File: config.mk
export PLATFORM = sky130hd
export DESIGN_NAME = seq_det_ctrl
export DESIGN_NICKNAME = d
export VERILOG_FILES = /design/src/rtl/seq_det_ctrl.sv
export SDC_FILE = /design/constraint.sdc
export NUM_CORES = 1
export LEC_CHECK = 0
export ABC_CLOCK_PERIOD_IN_PS = 2600
export CAP_MARGIN = 10
export CORE_MARGIN = 10
export CORE_UTILIZATION = 45
export CTS_BUF_LIST = sky130_fd_sc_hd__clkbuf_8 sky130_fd_sc_hd__clkbuf_16
export DETAILED_ROUTE_END_ITERATION = 16
export PLACE_DENSITY = 0.77
export SYNTH_ARGS = -nofsm -noshare
export SYNTH_HDL_FRONTEND = slang
export SYNTH_SLANG_ARGS = --single-unit
File: constraint.sdc
create_clock -name clk -period 2.6 [get_ports clk]
set_input_delay 0.52 -clock clk [delete_from_list [all_inputs] [get_ports clk]]
set_output_delay 0.52 -clock clk [all_outputs]
set_load 0.02 [all_outputs]
File: src/rtl/seq_det_ctrl.sv
// seq_det_ctrl: configurable serial pattern detector with arm/disarm control,
// a saturating match counter and a done state once a nonzero target is hit.
module seq_det_ctrl #(
  parameter int MAX_LEN = 8,
  parameter int CNT_W   = 8
) (
  input  logic                         clk,
  input  logic                         rst,
  input  logic                         cfg_we,
  input  logic [MAX_LEN-1:0]           cfg_pattern,
  input  logic [$clog2(MAX_LEN+1)-1:0] cfg_len,
  input  logic                         cfg_overlap,
  input  logic [CNT_W-1:0]             cfg_target,
  input  logic                         start,
  input  logic                         abort,
  input  logic                         ip,
  input  logic                         ip_valid,
  output logic                         op,
  output logic [CNT_W-1:0]             match_cnt,
  output logic                         busy,
  output logic                         done,
  output logic                         cfg_err
);
  localparam int LW = $clog2(MAX_LEN+1);

  typedef enum logic [1:0] {IDLE, ARMED, DONE} state_t;

  state_t             state, state_nxt;
  logic [MAX_LEN-1:0] pat, hist, hist_nxt, mask;
  logic [LW-1:0]      len, fill;
  logic [LW:0]        fill_p1;
  logic               ovl;
  logic [CNT_W-1:0]   tgt, cnt_nxt;
  logic               cfg_open, cfg_bad, arm, shift, match;

  // Datapath decode and next-state logic; busy/done are pure state decodes
  always_comb begin
    cfg_open  = (state != ARMED);
    cfg_bad   = (cfg_len == '0) || (cfg_len > LW'(MAX_LEN));
    arm       = start && cfg_open;
    // abort beats a same-cycle valid bit, so the bit is never evaluated
    shift     = (state == ARMED) && ip_valid && !abort;
    hist_nxt  = {hist[MAX_LEN-2:0], ip};
    fill_p1   = {1'b0, fill} + (LW+1)'(1);
    for (int i = 0; i < MAX_LEN; i++) mask[i] = (LW'(i) < len);
    match     = shift && (fill_p1 >= {1'b0, len}) &&
                ((hist_nxt & mask) == (pat & mask));
    cnt_nxt   = (match_cnt == '1) ? match_cnt : match_cnt + CNT_W'(1);
    state_nxt = state;
    busy      = 1'b0;
    done      = 1'b0;
    case (state)
      IDLE:  if (start) state_nxt = ARMED;
      ARMED: begin
        busy = 1'b1;
        if (abort) state_nxt = IDLE;
        else if (match && (tgt != '0) && (cnt_nxt == tgt)) state_nxt = DONE;
      end
      DONE: begin
        done = 1'b1;
        if (start) state_nxt = ARMED;
      end
      default: state_nxt = IDLE;
    endcase
  end

  // State register
  always_ff @(posedge clk) begin
    if (rst) state <= IDLE;
    else     state <= state_nxt;
  end

  // Configuration registers; writes are locked out while armed
  always_ff @(posedge clk) begin
    if (rst) begin
      pat     <= MAX_LEN'(11);
      len     <= LW'(4);
      ovl     <= 1'b1;
      tgt     <= '0;
      cfg_err <= 1'b0;
    end else begin
      cfg_err <= cfg_we && cfg_open && cfg_bad;
      if (cfg_we && cfg_open && !cfg_bad) begin
        pat <= cfg_pattern;
        len <= cfg_len;
        ovl <= cfg_overlap;
        tgt <= cfg_target;
      end
    end
  end

  // History shift, fill tracking, match counting and the registered match pulse
  always_ff @(posedge clk) begin
    if (rst) begin
      hist      <= '0;
      fill      <= '0;
      match_cnt <= '0;
      op        <= 1'b0;
    end else begin
      op <= match;
      if (arm) begin
        hist      <= '0;
        fill      <= '0;
        match_cnt <= '0;
      end else if (shift) begin
        hist <= hist_nxt;
        // without overlap a match consumes its bits: restart the fill count
        if (match && !ovl)            fill <= '0;
        else if (fill_p1 >= {1'b0, len}) fill <= len;
        else                          fill <= fill_p1[LW-1:0];
        if (match) match_cnt <= cnt_nxt;
      end
    end
  end
endmodule

; Word level (Yosys, flattened, before mapping)
; Index checks and enable logic that the tools add are counted.
[totals]
output_inout_bits = 12
wordCells = 63
in_bits = 28
ff_bits = 44
[classes]
addsub = 2
muxes = 9
magnitude_cmp = 10
bitwise_logic = 2
n_reduce_logical = 22
eq_ne = 8
[ops]
columns = cell, count
row1 = AND 8 bit, 2
row2 = equality test 8 bit, 2
row3 = < comparator 3 x 4 -> 1 bit (first input constant), 4
row4 = logical AND 1 bit, 11
row5 = adder 8 x 1 -> 8 bit (second input constant), 1
row6 = equality test 8 bit (second input constant), 1
row7 = < comparator 1 x 4 -> 1 bit (first input constant), 2
row8 = < comparator 2 x 4 -> 1 bit (first input constant), 2
row9 = two-way mux 4 bit, 2
row10 = two-way mux 8 bit, 1
row11 = nonzero test 8 bit, 1
row12 = two-way mux 2 bit, 3
row13 = adder 4 x 1 -> 5 bit (second input constant), 1
row14 = >= comparator 5 x 4 -> 1 bit, 1
row15 = > comparator 4 bit (second input constant), 1
row16 = zero test 4 bit, 1
row17 = inequality test 2 x 1 -> 1 bit (second input constant), 2
row18 = case mux 2 bit (2 select lines), 1
row19 = AND reduction 2 bit, 2
row20 = OR reduction 2 bit, 2
row21 = zero test 1 bit, 3
row22 = inequality test 3 x 2 -> 1 bit (second input constant), 1
row23 = equality test 2 x 1 -> 1 bit (second input constant), 1
row24 = equality test 2 bit (second input constant), 1
row25 = other kinds (3), 4

; Depth between registers and ports, before layout
; Gate-level depths: netlist (run 1).
[depth]
ltp_word = 10
mapped_depth = 9
ltp_nobuf = 8

; Worst setup path before layout (run 1)
; No wires, ideal clock.
[synth_timing]
kind = reg2reg
from = register match_cnt[0]
to = register state[0]
required_ns = 2.483
setup_ns = 0.117
t_arrival_ns = 2.233
slack_ns = 0.250
synth_period_minus_slack_ns = 2.350
stages_incl_launch_ff = 9
n_path_buf = 1
path_cell_list = dfxtp_1 -> ha_1 -> buf_2 -> and4_1 -> and4_1 -> o211ai_1 -> a2111oi_0 -> nand4_1 -> a22o_1
[synth_via]
elab_chain_cells = 6
word_cells_on_any_way = 7
classes_between = add/sub (1) / eq/ne (3) / mux (1) / reduce/logical (2)
[synth_lines]
columns = element, line_no
row1 = start: declaration, 19  ; output logic [CNT_W-1:0] match_cnt,
row2 = start signal: assignment, 111  ; if (match) match_cnt <= cnt_nxt;
row3 = adder 8 x 1 -> 8 bit or equality test 8 bit (tied branches), 48  ; cnt_nxt = (match_cnt == '1) ? match_cnt : match_cnt + CNT_W'(1);
row4 = two-way mux 8 bit (*), 48
row5 = equality test 8 bit (*), 57  ; else if (match && (tgt != '0) && (cnt_nxt == tgt)) state_nxt = DONE;
row6 = logical AND 1 bit (*), 57
row7 = inequality test 3 x 2 -> 1 bit (no source line) (*), n/a
row8 = AND reduction 2 bit (no source line) (*), n/a
row9 = end signal: assignment, 70  ; else state <= state_nxt;
row10 = end: declaration, 28  ; state_t state, state_nxt;
; Every way passes the cells marked *; elsewhere a longest branch is shown, timed or not.
; A chain may end at the register's enable or synchronous reset.

; Worst setup path after layout (run 1)
[layout_timing]
from = register match_cnt[2]
to = register state[1]
; The elaborated chain is that of the path after synthesis.

==> results.md, run 1 <==
- Status: finished, final reports clean
- Slew headroom: 0.7130
- Worst min path class: register to register
- DP Worst Slack: 0.1693 ns
- Hpwl dp: 4782 µm
- Clk_skew: 0.002834 ns
- H-tree depth: 2
- Max Fanout on Critical Path: 12
- Multi-input logic area: 1425 µm²
- Via count: 2,249
- Flop pwr share: 0.522
- Vias in the first global route: 2,180
- Final worst path period need: 2.405 ns
- Setup CP Type: register to register
- CP required: 2.81 ns
- Comb pwr share: 0.144
- Die Area: 8693 µm²
- P&R area growth vs syn: 23.64%
- Congestion Overflow GR: 0
- First-pass GRT wire length: 10,610 µm
- Startpoint Class: register
- Max Clk Rate: 0.4158 GHz
- Core ar.: 5140 µm²
- CTS sink count: 44
- Ys async rst share: 0
- Clock tree buffer depth: 2
- Synth area leaders: dfxtp_1 (36%), nand2_1 (10%), a21oi_1 (7.5%), xor2_1 (4.0%), ha_1 (3.1%)
- Overall global routing resource usage: 0.1490
- Final antenna-violating net count: 0
- GP Congestion: 0.8494
- Setup WS post-layout: 0.1952 ns
- Number of library cell types mapped by synthesis: 52
- Post-synth top cells: nand2_1 (64), dfxtp_1 (44), a21oi_1 (36)
- Final layout net count: 369
- Cts hold-fix bufs: 0
- Post-Syn Area: 2414 µm²
- Detailed Route WL: 6379 µm
- Worst skew pair latency: 0.30 ns
- Fin crit share: 0.9249
- Synth Flop Type: dfxtp_1
- Peak VDD IR: 0.3566 mV
- Antenna diode count: 0
- Row Count: 26
- Power share of the clock group: 0.334
- Total internal power: 1010 µW
- EDFF count, synth: 0
- # fillers: 523
- Net switching power: 367.7 µW
- DRC Markers: 0
- Root Driver: clkbuf_8
- Worst-margin pin slew: 0.4197 ns
- Met1 Use GR: 0.1725
- RSZ-0062 raised after global routing: false
- Sequential area share after synthesis: 0.3650
- Final setup TNS: 0 ns
- Met2 Usage GRT: 0.2564
- Switching Share: 0.2668
- Net count after synthesis: 331
- Share of layout cells above drive strength 1: 0.09226
- Power Density: 461.8 nW/µm²
- Cell taking the most area after synthesis: dfxtp_1
- Final Hold Viols: 0
- Slew Viols, Final: 0
- Sequential Area: 882.1 µm²
- Initial Utilization: 0.4696
- Layer with the highest usage: met2
- DRT Pass-1 Iters: 4
- YS warnings: 0
- Gate Count Post-Synth: 297
- Die Wd: 93.24 µm
- 1st-iter DRT viols: 97
- Worst Path Arrival: 2.61 ns
- Num CTS Buffers: 5
- Setup-failing EPs final: 0
- Ports: 40
- Worst-path clk slew: 0.08 ns
- Syn_area_per_cell: 8.126 µm²
- Met3 Track Usage GR: 0.03197
- Vias/cell: 5.539
- FF+latch count, synth: 44
- Pin count of the biggest net entering global routing: 21
- Leak pwr: 0.001133 µW
- Routed len/inst: 15.71 µm
- Synth top area share: 0.3650
- Initial antenna violation count: 0
- Max_cap viols: 0
- CTS tree: built
- CP Capture Type: register
- Port Buffers: 39
- Most frequent cell after synthesis: nand2_1
- Die height: 93.24 µm
[flip-flops by register name (all words and copies together) (netlist names), 2 cells and up]
signal     cells
fill           4
hist           7
len            4
match_cnt      8
pat            8
state          2
tgt            8
[layer usage]
| layer | wire length (µm) | share of wire |
|---|---|---|
| met1 | 2711 | 0.42 |
| met2 | 3341 | 0.52 |
| met3 | 187 | 0.029 |
| met4 | 138 | 0.022 |
| met5 | 0 | 0 |
[metrics by stage]
| stage | hold WS, ns | power [µW] | utilization | instance area (µm²) | cells |
|---|---|---|---|---|---|
| floorplan | 0.4287 | 845.2 | - | 2414 | 297 |
| CTS | 0.4751 | 1389 | 0.5796 | 2979 | 406 |
| finish | 0.4729 | 1378 | 0.5806 | 2984 | 406 |
| detailed placement | 0.4641 | 932.2 | 0.5606 | 2882 | 398 |
| global route | 0.4992 | 1442 | 0.5806 | 2984 | 406 |
| global placement | 0.4589 | 926.8 | 0.5606 | 2882 | 398 |
[cell type report]
cell class              count  area share
flip-flops and latches     44      0.2956
clock buffers               6     0.02767
repair buffers             50      0.1585
well taps                  70     0.02935
clock inverters             2    0.005031
multi-input cells         229      0.4776
inverters                   5    0.006289
[worst paths after layout]
check / start / end / slack (ns) / cells past startpoint
max: match_cnt[2] / state[1] / 0.20 / 6
min: pat[7] / pat[7] / 0.47 / 2
max reg2reg: match_cnt[2] / state[1] / 0.20 / 6
min reg2reg: pat[7] / pat[7] / 0.47 / 2
[cell families after synthesis]
logic type,Yosys count,share of synthesized area
DFF,44,0.3650
buffers and inverters,24,0.04614
adders and majority gates,6,0.03110
muxes,4,0.01711
xor gates and xnor gates,16,0.05806
AOI/OAI and AO/OA,77,0.2214
and+or+nand+nor,126,0.2613
[cells in the final DEF (no fill, tap or decap), drive strengths merged, types with 3 or more instances in the layout]
cell type,Yosys,final
inv,5,5
a31oi,3,3
a21oi,36,36
nand2b,5,5
xor2,11,11
ha,6,6
nor2,12,12
xnor2,5,5
nand4,5,5
nand2,64,64
mux2i,3,3
and2,3,3
clkdlybuf4s50,0,39
o21ai,9,9
dfxtp,44,44
clkbuf,12,6
nand3b,7,7
buf,7,11
nor2b,4,4
nand3,5,5
a32o,5,5
a311oi,4,4
nor3,5,5
and4,3,3
[what timing repair did]
action	CTS	global route
gates resized for setup	0	2
endpoints found under the setup margin	0	13
buffers inserted	0	0
[power by group through the flow]
stage	Combinational, µW	Clock [µW]	Sequential, µW
after floorplan	117	0	728
after global placement	192	0	735
after detailed placement	196	0	736
after CTS	198	472	720
after global routing	219	500	723
final	198	460	720
[worst max-delay path, cell delays in order (launching register included)]
cell and delay (ns):
dfxtp_1 0.58, and4_1 0.38, and4_1 0.30, o211ai_1 0.14, a2111oi_0 0.48, nand4_1 0.18, o41ai_1 0.25
Power figures use the tool's default switching activity.
==> run 2, diff against run 1 <==
--- a/config.mk
+++ b/config.mk
@@ -12,6 +12,7 @@
 export CTS_BUF_LIST = sky130_fd_sc_hd__clkbuf_8 sky130_fd_sc_hd__clkbuf_16
 export DETAILED_ROUTE_END_ITERATION = 16
 export PLACE_DENSITY = 0.77
+export RECOVER_POWER = 50
 export SYNTH_ARGS = -nofsm -noshare
 export SYNTH_HDL_FRONTEND = slang
 export SYNTH_SLANG_ARGS = --single-unit
==> constraint.sdc (replaced) <==
create_clock -name clk -period 2.6 [get_ports clk]
set_input_delay 0.78 -clock clk [delete_from_list [all_inputs] [get_ports clk]]
set_output_delay 0.78 -clock clk [all_outputs]
set_load 0.02 [all_outputs]
==> run 2 against run 1 <==
First-iteration DRC count down 20%. Worst hold slack about the same. Wire length up 0.14%. Critical path depth up 1. Combinational power about the same. Register-to-register slack better by 0.06 ns. Flip-flop and latch count unchanged. Critical endpoint unchanged. Largest power group unchanged.
==> results.md, run 2 (synthesis results as in run 1) <==
- Reg-to-Reg End: state[1]
- Setup bufs post-CTS: 0
- DRC Markers: 0
- CTS tree: built
- Detailed Route WL: 6388 µm
- Commonest non-fill, non-tap cells in the layout: nand2_1 (64), dfxtp_1 (44), a21oi_1 (36)
- Power share of the clock group: 0.400
- Most common cell after layout, fill and taps aside: nand2_1
- Critical path endpoint: state[1]
- Port Buffers: 39
- Worst reg-to-reg path cell count: 7
- Status: finished, final reports clean
- Fin crit share: 0.9161
- Final instance area: 3024 µm²
- Overall global routing resource usage: 0.1466
- Slew Viols, Final: 0
- Vias in the first global route: 2,205
- Pin count of the biggest net entering global routing: 28
- CP required: 2.80 ns
- Worst Path Arrival: 2.58 ns
- Routed len/inst: 15.70 µm
- Total internal power: 1175 µW
- Clock tree buffer depth: 2
- Worst-margin pin slew: 0.4671 ns
- # fillers: 500
- Final antenna-violating net count: 0
- P&R area growth vs syn: 25.30%
- Cts hold-fix bufs: 0
- First-pass GRT wire length: 10,540 µm
- Startpoint Class: input port
- Max Fanout on Critical Path: 13
- Leak pwr: 0.001185 µW
- Worst min path class: register to register
- Congestion Overflow GR: 0
- Core ar.: 5140 µm²
- DRT Pass-1 Iters: 4
- Vias/cell: 5.617
- Peak VDD IR: 0.3513 mV
- Final worst path period need: 2.382 ns
- Die Wd: 93.24 µm
- CTS sink count: 44
- Die height: 93.24 µm
- Row Count: 26
- Share of layout cells above drive strength 1: 0.08902
- Area post-placement: 2897 µm²
- 1st-iter DRT viols: 78
- RSZ-0062 raised after global routing: false
- Via count: 2,286
- Initial Utilization: 0.4696
- Final Power: 1534 µW
- Worst skew pair latency: 0.30 ns
- Num CTS Buffers: 5
- Comb pwr share: 0.131
- Root Driver: clkbuf_8
- Fin util: 0.5884
- CP Capture Type: register
- Final layout net count: 371
- Net switching power: 359.4 µW
- Worst-path clk slew: 0.08 ns
- Antenna diode count: 0
- Flop pwr share: 0.469
- Initial antenna violation count: 0
- Largest registers: match_cnt x8, pat x8, tgt x8
- R2r startpoint: match_cnt[1]
- Setup-failing EPs final: 0
- GP Congestion: 0.8883
- Die Area: 8693 µm²
- H-tree depth: 2
- Ports: 40
- Flop-to-flop setup slack: 0.26 ns
- Clk_skew: 0.006654 ns
- Dpl cells: 400
- Power Density: 507.2 nW/µm²
- Max_cap viols: 0
- Final Hold Viols: 0
- Hpwl dp: 4765 µm
- CP Launch Point: ip
- Max Clk Rate: 0.4198 GHz
- Switching Share: 0.2343
- Setup CP Type: input port to register
- Cell Count, Final, Fillers Out: 407
- Slew headroom: 0.6886
- Min Hold Slack: 0.4730 ns
[run 2: through the flow]
| stage | worst slack [ns] | TNS (ns) |
|---|---|---|
| 6_report | 0.2180 | 0 |
| 4_1_cts | 0.1498 | 0 |
| 5_1_grt | 0.04721 | 0 |
| 2_1_floorplan | 0.2498 | 0 |
| 3_5_place_dp | -0.09318 | -0.8079 |
| 3_3_place_gp | -0.03512 | -0.2364 |
[run 2: layout make-up]
class | count | area, µm² | area share
flip-flops and latches | 44 | 880.8 | 0.2913
clock buffers | 5 | 68.82 | 0.02276
repair buffers | 52 | 481.7 | 0.1593
clock inverters | 2 | 60.06 | 0.01986
inverters | 5 | 18.77 | 0.006206
multi-input cells | 229 | 1426 | 0.4717
well taps | 70 | 87.58 | 0.02896
[run 2: repair_timing]
item / 4_1_cts / 5_1_grt
setup endpoints to repair: 0 / 11
gates resized for setup: 0 / 3
endpoints found under the hold margin: 0 / 0
[run 2: power by group through the flow]
stage               registers [µW]  logic (µW)  clock network, µW
global placement               735         193                  0
floorplan                      728         117                  0
finish                         720         201                613
detailed placement             736         199                  0
CTS                            720         201                622
global route                   724         222                643
[run 2: how the worst min path moves through the flow]
stage	slack [ns]	cells past startpoint	startpoint	to
3_3_place_gp	0.45	2	hist[6]	hist[6]
2_1_floorplan	0.43	2	ovl	ovl
4_1_cts	0.48	2	pat[2]	pat[2]
3_5_place_dp	0.47	2	pat[7]	pat[7]
6_report	0.47	2	pat[2]	pat[2]
5_1_grt	0.50	2	pat[2]	pat[2]
[run 2: routing by layer]
metal  global-route usage  vias up  routed length [µm]  part of all wire
met5                    0        -                   0                 0
li1                     -     1138                   -                 -
met2               0.2662       52                3375              0.53
met1               0.1642     1089                2714              0.42
met3              0.03277        7                 237             0.037
met4              0.04756        0                  60            0.0094
[run 2: critical path, stage by stage]
cell and delay [ns]:
clkdlybuf4s50_1 0.43, xor2_1 0.16, a222oi_1 0.35, o211a_1 0.21, o211a_4 0.25, nand4_1 0.15
o41ai_1 0.25
==> run 3, diff against run 2 <==
--- a/config.mk
+++ b/config.mk
@@ -5,13 +5,14 @@
 export SDC_FILE = /design/constraint.sdc
 export NUM_CORES = 1
 export LEC_CHECK = 0
-export ABC_CLOCK_PERIOD_IN_PS = 2600
+export ABC_CLOCK_PERIOD_IN_PS = 1990
 export CAP_MARGIN = 10
 export CORE_MARGIN = 10
 export CORE_UTILIZATION = 45
 export CTS_BUF_LIST = sky130_fd_sc_hd__clkbuf_8 sky130_fd_sc_hd__clkbuf_16
 export DETAILED_ROUTE_END_ITERATION = 16
-export PLACE_DENSITY = 0.77
+export GPL_ROUTABILITY_DRIVEN = 1
+export PLACE_DENSITY = 0.8
 export RECOVER_POWER = 50
 export SYNTH_ARGS = -nofsm -noshare
 export SYNTH_HDL_FRONTEND = slang
==> constraint.sdc (replaced) <==
create_clock -name clk -period 1.99 [get_ports clk]
set_input_delay 0.597 -clock clk [delete_from_list [all_inputs] [get_ports clk]]
set_output_delay 0.597 -clock clk [all_outputs]
set_load 0.02 [all_outputs]
==> run 3 against run 2 <==
The run now ends with negative setup slack left. Combinational power grew 55%. Sequential power rose by 30%. Final cell count is 10% higher. Via count grew 7.8%. Design area is 14% higher. Wire length is 10% higher. Largest cell class unchanged. Power up 29%. Clock power rose by 20%.
==> results.md, run 3 (synthesis results as in run 1) <==
- Slew Viols, Final: 0
- Root Driver: clkbuf_8
- Most common cell after layout, fill and taps aside: nand2_1
- Clock tree buffer depth: 2
- Slowest library cell on the worst path: dfxtp_2
- Switching Share: 0.2373
- Final antenna-violating net count: 0
- R2r startpoint: fill[0]
- Most common cell on crit path: o21ai_2
- Peak VDD IR: 0.3706 mV
- Power share of the clock group: 0.372
- Startpoint Class: register
- Leak pwr: 0.001455 µW
- Overall global routing resource usage: 0.1601
- Cts hold-fix bufs: 0
- Total internal power: 1511 µW
- Port Buffers: 39
- Max Clk Rate: 0.4622 GHz
- Worst-margin pin slew: 0.4432 ns
- Hold Startpoint: pat[2]
- CP peak stage delay: 0.36 ns
- DP Worst Slack: -0.4704 ns
- Final layout net count: 412
- Area post-placement: 3216 µm²
- Max Fanout on Critical Path: 6
- Core ar.: 5140 µm²
- Congestion Overflow GR: 0
- Violated checks: negative setup slack
- H-tree depth: 2
- Setup CP Type: register to register
- P&R area growth vs syn: 42.35%
- Power Density: 576.8 nW/µm²
- Net switching power: 470.2 µW
- Vias/cell: 5.488
- Setup WS post-layout: -0.1734 ns
- Ports: 40
- Sequential Area: 897.1 µm²
- Comb pwr share: 0.157
- GP Congestion: 0.8968
- Setup-failing EPs final: 14
- Commonest non-fill, non-tap cells in the layout: nand2_1 (64), buf_4 (43), a21oi_1 (36)
- Worst-path clk slew: 0.08 ns
- Pin count of the biggest net entering global routing: 23
- Die Wd: 93.24 µm
- Clk_skew: 0.002532 ns
- Via count: 2,464
- Initial Utilization: 0.4696
- Antenna diode count: 0
- DRT Pass-1 Iters: 4
- Final instance area: 3436 µm²
- Final setup TNS: -1.513 ns
- Dpl cells: 438
- # fillers: 442
- CTS tree: built
- Worst skew pair latency: 0.29 ns
- Hpwl dp: 4816 µm
- Die height: 93.24 µm
- Worst path bufs/invs: 1
- Fin crit share: 1.087
- Worst min path class: register to register
- Initial antenna violation count: 0
- Cell Count, Final, Fillers Out: 449
- RSZ-0062 raised after global routing: true
- Multi-input logic area: 1550 µm²
- Share of layout cells above drive strength 1: 0.2533
- Flop pwr share: 0.472
- Max_cap viols: 0
- Worst Path Arrival: 2.39 ns
- Num CTS Buffers: 5
- CP Launch Point: fill[0]
- Row Count: 26
- Routed len/inst: 15.68 µm
- First-pass GRT wire length: 11,710 µm
- CTS sink count: 44
- Slew headroom: 0.7045
- Largest registers: match_cnt x8, pat x8, tgt x8
- Vias in the first global route: 2,539
- Fin util: 0.6685
- Die Area: 8693 µm²
- CP Capture Type: register
- Final worst path period need: 2.163 ns
- DRC Markers: 0
- Final Hold Viols: 0
- Crit-path cells: ha_4 -> xor2_2 -> ha_2 -> o21ai_2 -> o21ai_2 -> buf_4 -> nor2_1 -> a21oi_1 -> a32o_1
- Detailed Route WL: 7041 µm
- CP required: 2.21 ns
- Status: finished with violations
- 1st-iter DRT viols: 189
- CP delay by family, top: compound AO/OA/AOI/OAI gates
run 3: changes by cell type in the layout (fill, tap and decap cells not counted), sizes merged:
cell,previous run,this run
buf,11,44
bufinv,2,1
clkbuf,7,17
clkdlybuf4s50,29,25
dlygate4sd2,0,10
dlygate4sd3,10,3
o211a,2,3
run 3: path summary, 6_finish.rpt:
kind / endpoint / slack [ns] / depth (start not counted)
min: pat[2] / 0.48 / 2
max reg2reg: fill[2] / -0.17 / 9
min reg2reg: pat[2] / 0.48 / 2
max: fill[2] / -0.17 / 9
run 3: routing by layer:
layer,wire [µm],vias to the layer above,GRT usage
met2,3168,99,0.2570
met1,3201,1128,0.2045
met5,0,-,0
li1,-,1218,-
met3,526,19,0.03677
met4,144,0,0.05656
run 3: layout make-up:
| cell class | instances | share of cell area |
|---|---|---|
| clock inverter | 1 | 0.008740 |
| sequential | 44 | 0.2611 |
| timing repair buffer | 92 | 0.2200 |
| inverter | 5 | 0.005462 |
| clock buffer | 7 | 0.02804 |
| multi-input combinational | 230 | 0.4512 |
| tap | 70 | 0.02549 |
run 3: power groups by stage:
stage	combinational, µW	clock (µW)	sequential (µW)
after floorplan	155	0	949
after global placement	290	0	952
after detailed placement	294	0	953
after CTS	306	742	933
after global routing	339	772	940
final	311	736	935
run 3: repair_timing:
item                                   4_1_cts  5_1_grt
pin swaps                                    6        4
endpoints found under the hold margin        0        0
buffers inserted                             2        0
setup endpoints to repair                   23       23
gates cloned                                 1        0
gates resized for setup                     31        8
run 3: stage by stage:
step           hold WS [ns]  total power (µW)
2_1_floorplan        0.4287              1104
3_3_place_gp         0.4629              1242
3_5_place_dp         0.4682              1247
4_1_cts              0.4813              1981
5_1_grt              0.5050              2051
6_report             0.4825              1982
run 3: worst register-to-register path: cells and delay by family (launching register included):
kind / cells / cell delay [ns]
buf+inv: 1 / 0.21
xor+xnor: 1 / 0.16
fa+ha+maj: 2 / 0.52
compound gates: 4 / 0.81
flops: 1 / 0.36
simple gates: 1 / 0.04
